**config.mk**
```make
export PLATFORM = sky130hd
export DESIGN_NAME = fila_consumer
export DESIGN_NICKNAME = d
export VERILOG_FILES = /design/src/rtl/fila_consumer.sv
export SDC_FILE = /design/constraint.sdc
export NUM_CORES = 1
export LEC_CHECK = 0
export ABC_AREA = 1
export ABC_CLOCK_PERIOD_IN_PS = 1760
export CAP_MARGIN = 0
export CORE_ASPECT_RATIO = 0.7
export CORE_UTILIZATION = 46
export DETAILED_ROUTE_END_ITERATION = 10
export PLACE_DENSITY = 0.78
export SETUP_SLACK_MARGIN = 0.4
export SYNTH_ARGS = -nofsm -noshare
export SYNTH_HDL_FRONTEND = slang
export SYNTH_SLANG_ARGS = --single-unit
```
**constraint.sdc**
```tcl
create_clock -name clock_10KHz -period 1.76 [get_ports clock_10KHz]
set_clock_uncertainty 0.1 [all_clocks]
set_input_delay 0.352 -clock clock_10KHz [delete_from_list [all_inputs] [get_ports clock_10KHz]]
set_output_delay 0.352 -clock clock_10KHz [all_outputs]
set_load 0.01 [all_outputs]
```
**src/rtl/fila_consumer.sv**
```systemverilog
// fila_consumer: read-side controller for the FILA queue; dequeues, captures after RD_LATENCY and hands bytes to a valid/ready sink.
// Optional request pacing enabled by defining FILA_CONSUMER_PACE_EN.
`timescale 1ns/1ps
module fila_consumer #(
    parameter int RD_LATENCY  = 2,
    parameter int PACE_CYCLES = 4
) (
    input  logic       clock_10KHz,
    input  logic       reset,
    input  logic [3:0] len_in,
    input  logic [7:0] data_in,
    output logic       dequeue_out,
    output logic [7:0] data_out,
    output logic       valid_out,
    input  logic       ready_in,
    output logic [7:0] words_out
);
    localparam logic [1:0] IDLE = 2'd0;
    localparam logic [1:0] REQ  = 2'd1;
    localparam logic [1:0] WAIT = 2'd2;
    localparam logic [1:0] HOLD = 2'd3;
    localparam logic [2:0] LAT_LAST = 3'(RD_LATENCY - 1);

    logic [1:0] state;
    logic [2:0] wait_cnt;
    logic       pace_ok;
    logic       start;

    assign start = state == IDLE && len_in != 4'd0 && !valid_out && pace_ok;

`ifdef FILA_CONSUMER_PACE_EN
    logic [7:0] pace;
    assign pace_ok = pace == 8'd0;
    // Loaded as the request is launched so rising edges of dequeue_out are PACE_CYCLES apart.
    always_ff @(posedge clock_10KHz or posedge reset) begin
        if (reset)
            pace <= 8'd0;
        else if (start)
            pace <= 8'(PACE_CYCLES - 1);
        else if (pace != 8'd0)
            pace <= pace - 8'd1;
    end
`else
    assign pace_ok = PACE_CYCLES > 0;
`endif

    always_ff @(posedge clock_10KHz or posedge reset) begin
        if (reset) begin
            state       <= IDLE;
            wait_cnt    <= 3'd0;
            dequeue_out <= 1'b0;
            data_out    <= 8'd0;
            valid_out   <= 1'b0;
            words_out   <= 8'd0;
        end else begin
            dequeue_out <= start;
            case (state)
                IDLE: if (start) state <= REQ;
                REQ: begin
                    state    <= WAIT;
                    wait_cnt <= 3'd0;
                end
                WAIT: begin
                    wait_cnt <= wait_cnt + 3'd1;
                    if (wait_cnt == LAT_LAST) begin
                        data_out  <= data_in;
                        valid_out <= 1'b1;
                        state     <= HOLD;
                    end
                end
                default: if (valid_out && ready_in) begin
                    valid_out <= 1'b0;
                    words_out <= words_out + 8'd1;
                    state     <= IDLE;
                end
            endcase
        end
    end
endmodule
```
==> After elaboration in Yosys (flattened, before gate mapping) <==
Index checks and enable logic that the tools add are counted.
{ "classes": {"addsub": 2, "n_eq_ne": 5, "muxes": 8, "bitwise": 2, "reduce_logical": 15} }
{ "ops": {"columns": ["operator", "n"], "rows": [
  ["adder 8 x 1 -> 8 bit, second input constant", 1],
  ["nonzero test 4 bit", 2],
  ["two-way mux 2 bit", 3],
  ["one-hot mux 2 bit (3 select lines)", 1],
  ["one-hot mux 3 bit (2 select lines)", 1],
  ["AND reduction 3 bit", 2],
  ["!= test 2 bit, second input constant", 2],
  ["AND reduction 2 bit", 2],
  ["nonzero test 2 bit", 2],
  ["adder 3 x 1 -> 3 bit, second input constant", 1],
  ["equality test 3 x 1 -> 1 bit, second input constant", 1],
  ["logical AND 1 bit", 3],
  ["OR reduction 3 bit", 1],
  ["equality test 2 x 1 -> 1 bit, second input constant", 1],
  ["equality test 2 bit, second input constant", 1],
  ["logical NOT 2 bit", 1],
  ["two-way mux 1 bit", 2],
  ["NOT 1 bit", 2],
  ["one-hot mux 1 bit (2 select lines)", 1],
  ["OR reduction 2 bit", 1],
  ["logical NOT 1 bit", 1]
]} }
{ "word_totals": {"reg_bits": 23, "input_bits": 15, "out_inout_bits": 18, "word_cells": 38} }

==> Depth between registers and ports, before layout <==
Gate-level depths: netlist of the first run.
{ "logic_depth": {"ltp_word": 5, "depth_mapped": 10, "depth_no_buf": 9} }

==> Worst setup path before layout of the first run <==
No wires, ideal clock.
{ "synth_path": {"kind": "register -> register", "start": "register state[0]", "end": "register state[1]", "setup_time_ns": 0.117, "arrival_time_ns": 1.204, "required_ns": 1.543, "path_slack_ns": 0.339, "path_stages_with_launch": 10, "path_buffers": 1, "synth_period_minus_slack_ns": 1.421, "path_cell_list": "dfrtp_1 inv_1 ha_1 buf_2 nor2_1 nand2_1 nand2_1 inv_1 nand3_1 nand2_1"} }
{ "synth_between": {"elab_chain_len": 5, "elab_cells_between_ends": 10, "cone_classes": "eq/ne (4); mux (1); reduce/logical (5)"} }
{ "synth_rtl": {"columns": ["element", "line", "source"], "rows": [
  ["from (decl)", "24", "logic [1:0] state;"],
  ["from (signal assigned)", "49", "state <= IDLE;"],
  ["from (signal assigned)", "58", "IDLE: if (start) state <= REQ;"],
  ["from (signal assigned)", "60", "state <= WAIT;"],
  ["logical NOT 2 bit", "29, 57", null],
  ["logical AND 1 bit (2 in series)", "29", "assign start = state == IDLE && len_in != 4'd0 && !valid_out && pace_ok;"],
  ["!= test 2 bit (no source line)", null, null],
  ["AND reduction 3 bit (no source line)", null, null]
]} }
Parallel ways exist; a longest one is shown, timed or not.
A chain may end at the register's enable or synchronous reset.

==> Worst setup path in the final report of the first run <==
{ "layout_path": {"start": "register state[0]", "end": "register valid_out"} }
{ "layout_between": {"elab_chain_len": 4, "elab_cells_between_ends": 9, "cone_classes": "eq/ne (3); mux (1); bitwise (1); reduce/logical (4)"} }
{ "layout_rtl": {"columns": ["element", "line", "source"], "rows": [
  ["equality test 2 x 1 -> 1 bit or logical NOT 2 bit (tied branches)", "57", "case (state)"],
  ["OR reduction 2 bit (no source line)", null, null],
  ["NOT 1 bit (no source line)", null, null],
  ["AND reduction 3 bit (no source line)", null, null],
  ["to (signal assigned)", "53", "valid_out <= 1'b0;"],
  ["to (signal assigned)", "67", "valid_out <= 1'b1;"],
  ["to (signal assigned)", "72", "valid_out <= 1'b0;"],
  ["to (decl)", "14", "output logic valid_out,"]
]} }
Parallel ways exist; a longest one is shown, timed or not.

==> flow_metrics.env, run 1 <==
export IMPL_first_pass_iters=6
export IMPL_synthCells=138
export IMPL_start_util_pct=51.22
export IMPL_synth_area_mux_share_pct=0
export IMPL_worstSkewPairLatency_ns=0.31
export IMPL_die_x_um=61.95
export IMPL_start_kind="flip-flop"
export IMPL_ir_drop_uv=372.8
export IMPL_syn2layout_area_growth_pct=45.19
export IMPL_synth_xor_area_share_pct=4.541
export IMPL_fmax_ghz=0.7093
export IMPL_timing_final_crit_share_pct=80.10
export IMPL_synth_adder_area_share_pct=7.568
export IMPL_hold_viol=0
export IMPL_met2_length_um=1355
export IMPL_slowest_delay_ns=0.48
export IMPL_n_fill_cell=165
export IMPL_grt_overflow=0
export IMPL_die_h_um=43.97
export IMPL_synth_top_family_by_area="simple AND/OR/NAND/NOR gates"
export IMPL_design_core_area_um2=2260
export IMPL_cts_tree="built"
export IMPL_routed_wl_um=2608
export IMPL_syn_cell_area_um2=1157
export IMPL_ff2ff_setup_slack_ns=0.35
export IMPL_cts_buffers_inserted=3
export IMPL_path_buf_inv=1
export IMPL_grt_pass1_wl_um=4243
export IMPL_ios=33
export IMPL_antenna_found_initial=0
export IMPL_drive_gt1_share_pct=32.99
export IMPL_drcViolationCount=0
export IMPL_crit_fanout=4
export IMPL_maxCapViolations=0
export IMPL_maxSlewHeadroom_pct=80.77
export IMPL_synth_seq_area_share_pct=49.73
export IMPL_grt_setup_unrepaired="yes"
export IMPL_clkSlewWorstSetupHoldPaths_ns=0.12
export IMPL_yosys_area_share_simple_pct=28.43
export IMPL_cts_sinks=23
export IMPL_arrival_ns=1.52
export IMPL_ys_ff_latch=23
export IMPL_grt_pass1_vias=991
export IMPL_highest_layer="met4"
export IMPL_ant_nets=0
export IMPL_crit_required_ns=1.87
export IMPL_worstPathCellList="buf_4 -> ha_2 -> or2_4 -> o21ai_1 -> o21ai_1"
export IMPL_layout_nets=217
export IMPL_vias=1051
export IMPL_yosys_warnings=0
export IMPL_drv_slew=0
export IMPL_diodes=0
export IMPL_met3_length_um=170
export IMPL_cellLeakagePower_nw=0.8624
export IMPL_crit_type="flip-flop to flip-flop"
export IMPL_hold_class="input pin to async pin"
export IMPL_gp_congestion=0.8237
export IMPL_io_buffers=32
export IMPL_drt_initial_drc_count=23
export IMPL_whs_ns=0.2591
export IMPL_cp_slowest_cell="dfrtp_2"
export IMPL_cp_end_kind="flip-flop"
export IMPL_die_area_um2=2724
export IMPL_synth_fp_nets=160
export IMPL_power_total_mw=0.8189
export IMPL_wire_per_inst_um=11.54
export IMPL_reg2reg_depth=5
export IMPL_synth_compound_area_share_pct=3.135
export IMPL_tns_ns=0
export IMPL_wl_met1_um=1068
export IMPL_p_per_area_nw_per_um2=487.3
export IMPL_ctsHoldBuffers=0
export IMPL_grt_max_degree=24
export IMPL_ys_types=17
export IMPL_r2r_end="valid_out$_DFFE_PP0P_"
export IMPL_critPathMostFrequentCell="o21ai_1"
export IMPL_finalSetupViolations=0
export IMPL_cts_buffer_depth=2
export IMPL_worst_pin_slew_ns=0.2885
export IMPL_min_period_ns=1.410
export IMPL_synth_avg_cell_area_um2=8.387
export IMPL_status="completed"
export IMPL_r2r_start="state[0]$_DFFE_PP0P_"
export IMPL_cts_htree_levels=1
export IMPL_grt_total_usage_pct=21.61
export IMPL_cts_root_buf="clkbuf_4"
export IMPL_hpwl_um=1722
export IMPL_rows=14
export IMPL_critPathTopFamily="flip-flops"
export IMPL_avgViaCountPerCell=4.650
## Yosys cell counts (all sizes together)
cell type | instances | area, µm²
a21oi | 4 | 20.02
buf | 1 | 5.000
dfrtp | 23 | 575.6
ha | 7 | 87.58
inv | 19 | 71.32
nand2 | 57 | 214.0
nand3 | 8 | 57.56
nand4 | 1 | 6.260
nor2 | 8 | 45.04
o21ai | 2 | 10.01
o22ai | 1 | 6.260
or2 | 1 | 6.260
xnor2 | 2 | 17.52
xor2 | 4 | 35.03
## state kept, by name, summed over array words and instances, names as in the netlist
name	flops
wait_cnt	3
words_out	8
valid_out	1
dequeue_out	1
data_out	8
state	2
## metal layers
metal | up-vias | global-route usage (%)
li1 | 532 | -
met1 | 484 | 24.71
met2 | 33 | 38.72
met3 | 2 | 6.866
met4 | 0 | 5.333
met5 | - | 0
## worst max-delay path by stage
stage                         startpoint                        to  slack (ns)  depth (start not counted)
global route        state[0]$_DFFE_PP0P_      state[0]$_DFFE_PP0P_        0.30                          9
floorplan           state[1]$_DFFE_PP0P_      state[1]$_DFFE_PP0P_        0.37                          9
finish              state[0]$_DFFE_PP0P_     valid_out$_DFFE_PP0P_        0.35                          5
CTS                 state[1]$_DFFE_PP0P_  words_out[6]$_DFFE_PP0P_        0.35                          7
global placement                ready_in  words_out[4]$_DFFE_PP0P_        0.15                          5
detailed placement              ready_in  words_out[5]$_DFFE_PP0P_        0.14                          5
## layout by cell type (no fill, tap or decap), drive strengths merged
cell type      count
a21oi              4
buf               39
clkbuf             4
clkdlybuf4s50     13
dfrtp             23
dlymetal6s2s       1
ha                 7
inv               19
nand2             57
nand3              8
nand4              1
nor2               8
o21ai              2
o22ai              1
or2                1
xnor2              2
xor2               4
## worst register-to-register path, delay by kind of cell (launching register included)
family	cells	cell delay [ns]
flip-flops	1	0.48
AO/OA/AOI/OAI	2	0.19
adder cells (fa/ha/maj)	1	0.16
buffers and inverters	1	0.16
AND/OR/NAND/NOR	1	0.22
## timing repair
item | CTS | global route
resized for setup | 84 | 13
setup endpoints to repair | 30 | 19
buffers inserted | 14 | 5
pin swaps | 1 | 5
## metrics by stage
step / setup slack, ns / util, % / instances / instance area, µm²
final: 0.3502 / 74.36 / 226 / 1680
after global routing: 0.2979 / 74.36 / 226 / 1680
after CTS: 0.3513 / 70.82 / 221 / 1600
after detailed placement: 0.1355 / 67.61 / 203 / 1528
after global placement: 0.1548 / 67.61 / 203 / 1528
after floorplan: 0.3735 / - / 138 / 1164
## power breakdown
part / total (mW) / leakage [nW] / switching (mW) / internal, mW
clock: 0.244 / 0.0150 / 0.156 / 0.0886
combinational: 0.0463 / 0.587 / 0.0168 / 0.0295
sequential: 0.528 / 0.260 / 0 / 0.528
## layout make-up
cell class / count / area [µm²] / share of cell area [%]
repair buffers: 53 / 394.1 / 23.45
clock buffers: 4 / 26.28 / 1.564
multi-input cells: 95 / 569.3 / 33.88
inverters: 19 / 71.32 / 4.244
well taps: 32 / 40.04 / 2.383
flip-flops and latches: 23 / 579.3 / 34.48
## cells by family (layout without fill, tap and decap cells)
group	count (synthesis)	count (layout)
compound gates	7	7
xor+xnor	6	6
fa+ha+maj	7	7
buf+inv	20	76
flops	23	23
simple gates	75	75
No activity file was read; power rests on OpenSTA's default activity.
==> run 2: changes to the inputs <==
--- a/config.mk
+++ b/config.mk
@@ -6,7 +6,7 @@
 export NUM_CORES = 1
 export LEC_CHECK = 0
 export ABC_AREA = 1
-export ABC_CLOCK_PERIOD_IN_PS = 1760
+export ABC_CLOCK_PERIOD_IN_PS = 1300
 export CAP_MARGIN = 0
 export CORE_ASPECT_RATIO = 0.7
 export CORE_UTILIZATION = 46
==> constraint.sdc (replaced) <==
create_clock -name clock_10KHz -period 1.3 [get_ports clock_10KHz]
set_clock_uncertainty 0.1 [all_clocks]
set_input_delay 0.26 -clock clock_10KHz [delete_from_list [all_inputs] [get_ports clock_10KHz]]
set_output_delay 0.26 -clock clock_10KHz [all_outputs]
set_load 0.01 [all_outputs]
==> flow_metrics.env, run 2 (synthesized netlist as in run 1, its figures left out) <==
export IMPL_drive_gt1_share_pct=43.35
export IMPL_worstSkewPairLatency_ns=0.32
export IMPL_start_util_pct=51.22
export IMPL_wire_per_inst_um=13.52
export IMPL_drcViolationCount=0
export IMPL_path_buf_inv=3
export IMPL_drt_initial_drc_count=43
export IMPL_die_h_um=43.97
export IMPL_place_area_um2=1660
export IMPL_hpwl_um=1862
export IMPL_gp_congestion=0.8372
export IMPL_final_common_cell="nand2_1"
export IMPL_diodes=0
export IMPL_worstPathCellList="inv_4 -> buf_4 -> ha_4 -> nand2_1 -> nand2_1 -> inv_2 -> nand2_2 -> nand2_1 -> nand2_1"
export IMPL_hold_viol=0
export IMPL_routed_wl_um=3178
export IMPL_finalSetupViolations=21
export IMPL_die_x_um=61.95
export IMPL_timing_final_crit_share_pct=110.9
export IMPL_vias=1154
export IMPL_cts_root_buf="clkbuf_4"
export IMPL_ctsHoldBuffers=0
export IMPL_grt_total_usage_pct=21.13
export IMPL_cellLeakagePower_nw=0.9183
export IMPL_p_per_area_nw_per_um2=601.4
export IMPL_tns_ns=-1.548
export IMPL_cp_slowest_cell="dfrtp_2"
export IMPL_grt_overflow=0
export IMPL_clkSlewWorstSetupHoldPaths_ns=0.13
export IMPL_whs_ns=0.1401
export IMPL_design_core_area_um2=2260
export IMPL_crit_fanout=5
export IMPL_n_fill_cell=123
export IMPL_grt_max_degree=24
export IMPL_critPathMostFrequentCell="nand2_1"
export IMPL_crit_type="flip-flop to flip-flop"
export IMPL_layout_nets=226
export IMPL_worst_pin_slew_ns=0.2112
export IMPL_cts_buffers_inserted=3
export IMPL_cts_tree="built"
export IMPL_setup_ws_ns=-0.1423
export IMPL_grt_setup_unrepaired="yes"
export IMPL_fmax_ghz=0.6933
export IMPL_cts_buffer_depth=2
export IMPL_ant_nets=0
export IMPL_regArea_um2=578.1
export IMPL_rows=14
export IMPL_critPathTopFamily="flip-flops"
export IMPL_min_period_ns=1.442
export IMPL_hold_class="input pin to async pin"
export IMPL_antenna_found_initial=0
export IMPL_arrival_ns=1.56
export IMPL_cp_end_kind="flip-flop"
export IMPL_grt_pass1_wl_um=4153
export IMPL_final_area_um2=1864
export IMPL_crit_required_ns=1.42
export IMPL_cts_htree_levels=1
export IMPL_final_cell_mix="nand2_1, buf_4, dfrtp_1, buf_2, clkdlybuf4s50_1"
export IMPL_cts_sinks=23
export IMPL_avgViaCountPerCell=4.911
export IMPL_drv_slew=0
export IMPL_slowest_delay_ns=0.45
export IMPL_die_area_um2=2724
export IMPL_io_buffers=32
export IMPL_maxSlewHeadroom_pct=85.92
export IMPL_first_pass_iters=4
export IMPL_multi_input_area_um2=634.4
export IMPL_violations="setup timing"
export IMPL_syn2layout_area_growth_pct=61.08
export IMPL_ios=33
export IMPL_top_regs="data_out: 8 flops, words_out: 8 flops, wait_cnt: 3 flops"
export IMPL_ir_drop_uv=507.6
export IMPL_status="finished, violations left"
export IMPL_grt_pass1_vias=1014
export IMPL_start_kind="flip-flop"
export IMPL_maxCapViolations=0
==> run 2: changes by cell type in the layout (fill, tap and decap cells not counted), moves of 3 or more <==
cell	previous run	this run
nand2_2	3	11
buf_2	18	15
inv_4	0	3
nand2_1	54	46
buf_6	1	9
==> run 2: timing repair <==
action,CTS,global route
resized for setup,86,37
endpoints found under the setup margin,41,41
pin swaps,6,18
setup buffers,3,9
cloned,0,1
==> run 2: worst register-to-register path, stage by stage, from the launching register on <==
cell and delay, ns:
dfrtp_2 0.45, inv_4 0.06, buf_4 0.14, ha_4 0.19
nand2_1 0.08, nand2_1 0.06, inv_2 0.07, nand2_2 0.05
nand2_1 0.07, nand2_1 0.06
==> run 2: where the power goes <==
part | internal, mW | total [mW] | switching [mW]
logic | 0.0446 | 0.0696 | 0.0250
clock network | 0.120 | 0.336 | 0.216
registers | 0.715 | 0.715 | 0
==> run 2: path summary, 6_finish.rpt <==
check | endpoint | cells past startpoint | from | slack, ns
min reg2reg | data_out[4]$_DFFE_PP0P_ | 2 | data_out[4]$_DFFE_PP0P_ | 0.40
max in group asynchronous | data_out[7]$_DFFE_PP0P_ | 3 | reset | 0.81
max reg2reg | state[1]$_DFFE_PP0P_ | 9 | state[0]$_DFFE_PP0P_ | -0.14
min | valid_out$_DFFE_PP0P_ | 3 | reset | 0.14
min in group clock_10KHz | data_out[6]$_DFFE_PP0P_ | 3 | data_in[6] | 0.36
max | state[1]$_DFFE_PP0P_ | 9 | state[0]$_DFFE_PP0P_ | -0.14
==> run 2: layout make-up <==
cell class                 count  area share, %
sequential                    23          31.01
tap                           32          2.148
multi-input combinational     96          34.03
clock buffer                   4          1.409
inverter                      19          4.497
timing repair buffer          61          26.91
==> run 2: per-layer routing <==
metal | global-route usage (%) | vias to the layer above | part of all wire [%]
met5 | 0 | - | 0
met4 | 6.222 | 0 | 2.3
met3 | 7.463 | 12 | 5.9
met2 | 35.11 | 49 | 52
met1 | 25.72 | 536 | 40
li1 | - | 557 | -
==> run 2: stage by stage <==
| step | setup WS (ns) | util (%) | power (mW) | cells |
|---|---|---|---|---|
| 2_1_floorplan | -0.08650 | - | 0.7429 | 138 |
| 3_3_place_gp | -0.1793 | 73.48 | 0.7965 | 218 |
| 3_5_place_dp | -0.2080 | 73.48 | 0.7974 | 218 |
| 4_1_cts | -0.07700 | 73.53 | 1.119 | 225 |
| 5_1_grt | -0.2192 | 82.50 | 1.159 | 235 |
| 6_report | -0.1423 | 82.50 | 1.121 | 235 |
==> run 3: changes to the inputs <==
==> constraint.sdc (replaced) <==
create_clock -name clock_10KHz -period 1.3 [get_ports clock_10KHz]
set_clock_uncertainty 0.1 [all_clocks]
set_input_delay 0.26 -clock clock_10KHz [delete_from_list [all_inputs] [get_ports clock_10KHz]]
set_output_delay 0.26 -clock clock_10KHz [all_outputs]
set_load 0.05 [all_outputs]
==> flow_metrics.env, run 3 (synthesized netlist as in run 1, its figures left out) <==
export IMPL_status="finished, violations left"
export IMPL_violations="setup timing"
export IMPL_cts_tree="built"
export IMPL_routed_wl_um=4349
export IMPL_die_x_um=61.95
export IMPL_cellLeakagePower_nw=1.008
export IMPL_layoutNonFillerInstCount=237
export IMPL_gp_congestion=0.8695
export IMPL_reg2reg_depth=9
export IMPL_dp_cells=210
export IMPL_avgViaCountPerCell=5.325
export IMPL_cts_buffer_depth=2
export IMPL_r2r_end="state[0]$_DFFE_PP0P_"
export IMPL_cts_sinks=23
export IMPL_grt_setup_unrepaired="yes"
export IMPL_fmax_ghz=0.6549
export IMPL_start_kind="flip-flop"
export IMPL_antenna_found_initial=0
export IMPL_grt_overflow=0
export IMPL_clkSlewWorstSetupHoldPaths_ns=0.13
export IMPL_final_common_cell="nand2_1"
export IMPL_ios=33
export IMPL_drive_gt1_share_pct=48.78
export IMPL_crit_type="flip-flop to flip-flop"
export IMPL_hold_viol=0
export IMPL_ff2ff_setup_slack_ns=-0.23
export IMPL_worstSkewPairLatency_ns=0.33
export IMPL_grt_pass1_wl_um=5733
export IMPL_grt_max_degree=14
export IMPL_top_regs="data_out: 8 flops, words_out: 8 flops, wait_cnt: 3 flops"
export IMPL_diodes=0
export IMPL_ir_drop_uv=687.5
export IMPL_die_h_um=43.97
export IMPL_hpwl_um=2225
export IMPL_start_util_pct=51.22
export IMPL_rows=14
export IMPL_tns_ns=-2.401
export IMPL_cts_root_buf="clkbuf_4"
export IMPL_final_cell_mix="nand2_1, buf_4, dfrtp_2, buf_12, clkdlybuf4s50_1"
export IMPL_final_util_pct=92.47
export IMPL_crit_required_ns=1.43
export IMPL_wire_per_inst_um=18.35
export IMPL_cts_buffers_inserted=3
export IMPL_crit_fanout=4
export IMPL_first_pass_iters=4
export IMPL_whs_ns=0.1200
export IMPL_maxCapViolations=0
export IMPL_cp_end_kind="flip-flop"
export IMPL_arrival_ns=1.66
export IMPL_maxSlewHeadroom_pct=84.00
export IMPL_syn2layout_area_growth_pct=80.54
export IMPL_ant_nets=0
export IMPL_r2r_start="state[0]$_DFFE_PP0P_"
export IMPL_die_area_um2=2724
export IMPL_drt_initial_drc_count=77
export IMPL_drv_slew=0
export IMPL_p_per_area_nw_per_um2=542.5
export IMPL_io_buffers=32
export IMPL_timing_final_crit_share_pct=117.5
export IMPL_ctsHoldBuffers=0
export IMPL_worst_pin_slew_ns=0.2400
export IMPL_grt_total_usage_pct=30.00
export IMPL_cts_htree_levels=1
export IMPL_grt_pass1_vias=1191
export IMPL_layout_nets=228
export IMPL_vias=1262
export IMPL_hold_class="input pin to async pin"
export IMPL_setup_ws_ns=-0.2269
export IMPL_design_core_area_um2=2260
export IMPL_finalSetupViolations=29
export IMPL_drcViolationCount=0
export IMPL_min_period_ns=1.527
==> run 3: through the flow <==
| step | power [mW] | instance area (µm²) | setup slack (ns) |
|---|---|---|---|
| after floorplan | 0.7426 | 1211 | -0.08629 |
| after global placement | 0.7942 | 1808 | -0.1912 |
| after detailed placement | 0.7967 | 1808 | -0.2263 |
| after CTS | 1.124 | 2022 | -0.05575 |
| after global routing | 1.173 | 2090 | -0.2677 |
| final | 1.134 | 2090 | -0.2269 |
==> run 3: routing by layer <==
metal,wire [µm],part of all wire (%),vias up,GRT usage (%)
met5,0,0,-,0
met4,175,4.0,0,10.22
met3,353,8.1,22,10.15
met2,2031,47,85,50.00
met1,1788,41,599,36.08
li1,-,-,556,-
==> run 3: power breakdown <==
part | internal [mW] | switching [mW] | total, mW
clock network | 0.116 | 0.233 | 0.349
registers | 0.715 | 0 | 0.715
logic | 0.0425 | 0.0268 | 0.0693
==> run 3: cell type report <==
class	instances	area, µm²
fillers	79	170.2
multi-input cells	95	601.8
flip-flops and latches	23	598.1
inverters	19	73.82
well taps	32	40.04
clock inverters	1	5.005
clock buffers	3	22.52
repair buffers	64	748.2
==> run 3: worst max-delay path by stage <==
| stage | start | to | cells past startpoint |
|---|---|---|---|
| after floorplan | state[1]$_DFFE_PP0P_ | state[0]$_DFFE_PP0P_ | 9 |
| after global placement | ready_in | words_out[4]$_DFFE_PP0P_ | 5 |
| after detailed placement | ready_in | words_out[4]$_DFFE_PP0P_ | 5 |
| after CTS | state[0]$_DFFE_PP0P_ | words_out[1]$_DFFE_PP0P_ | 7 |
| after global routing | wait_cnt[1]$_DFFE_PP0N_ | state[0]$_DFFE_PP0P_ | 9 |
| final | state[0]$_DFFE_PP0P_ | state[0]$_DFFE_PP0P_ | 9 |
==> run 3: critical path, cell delays in order, from the launching register on <==
cell     delay [ns]
dfrtp_1        0.44
inv_2          0.10
ha_4           0.16
inv_2          0.05
nor2_1         0.10
nand2_1        0.10
nand2_2        0.13
nand2_2        0.08
nand2_1        0.10
nand2_1        0.07
==> run 3: what timing repair did <==
action,in CTS,in global routing
pin swaps,5,7
hold endpoints to repair,0,0
gates resized for setup,18,7
endpoints found under the setup margin,41,41
buffers inserted,18,5
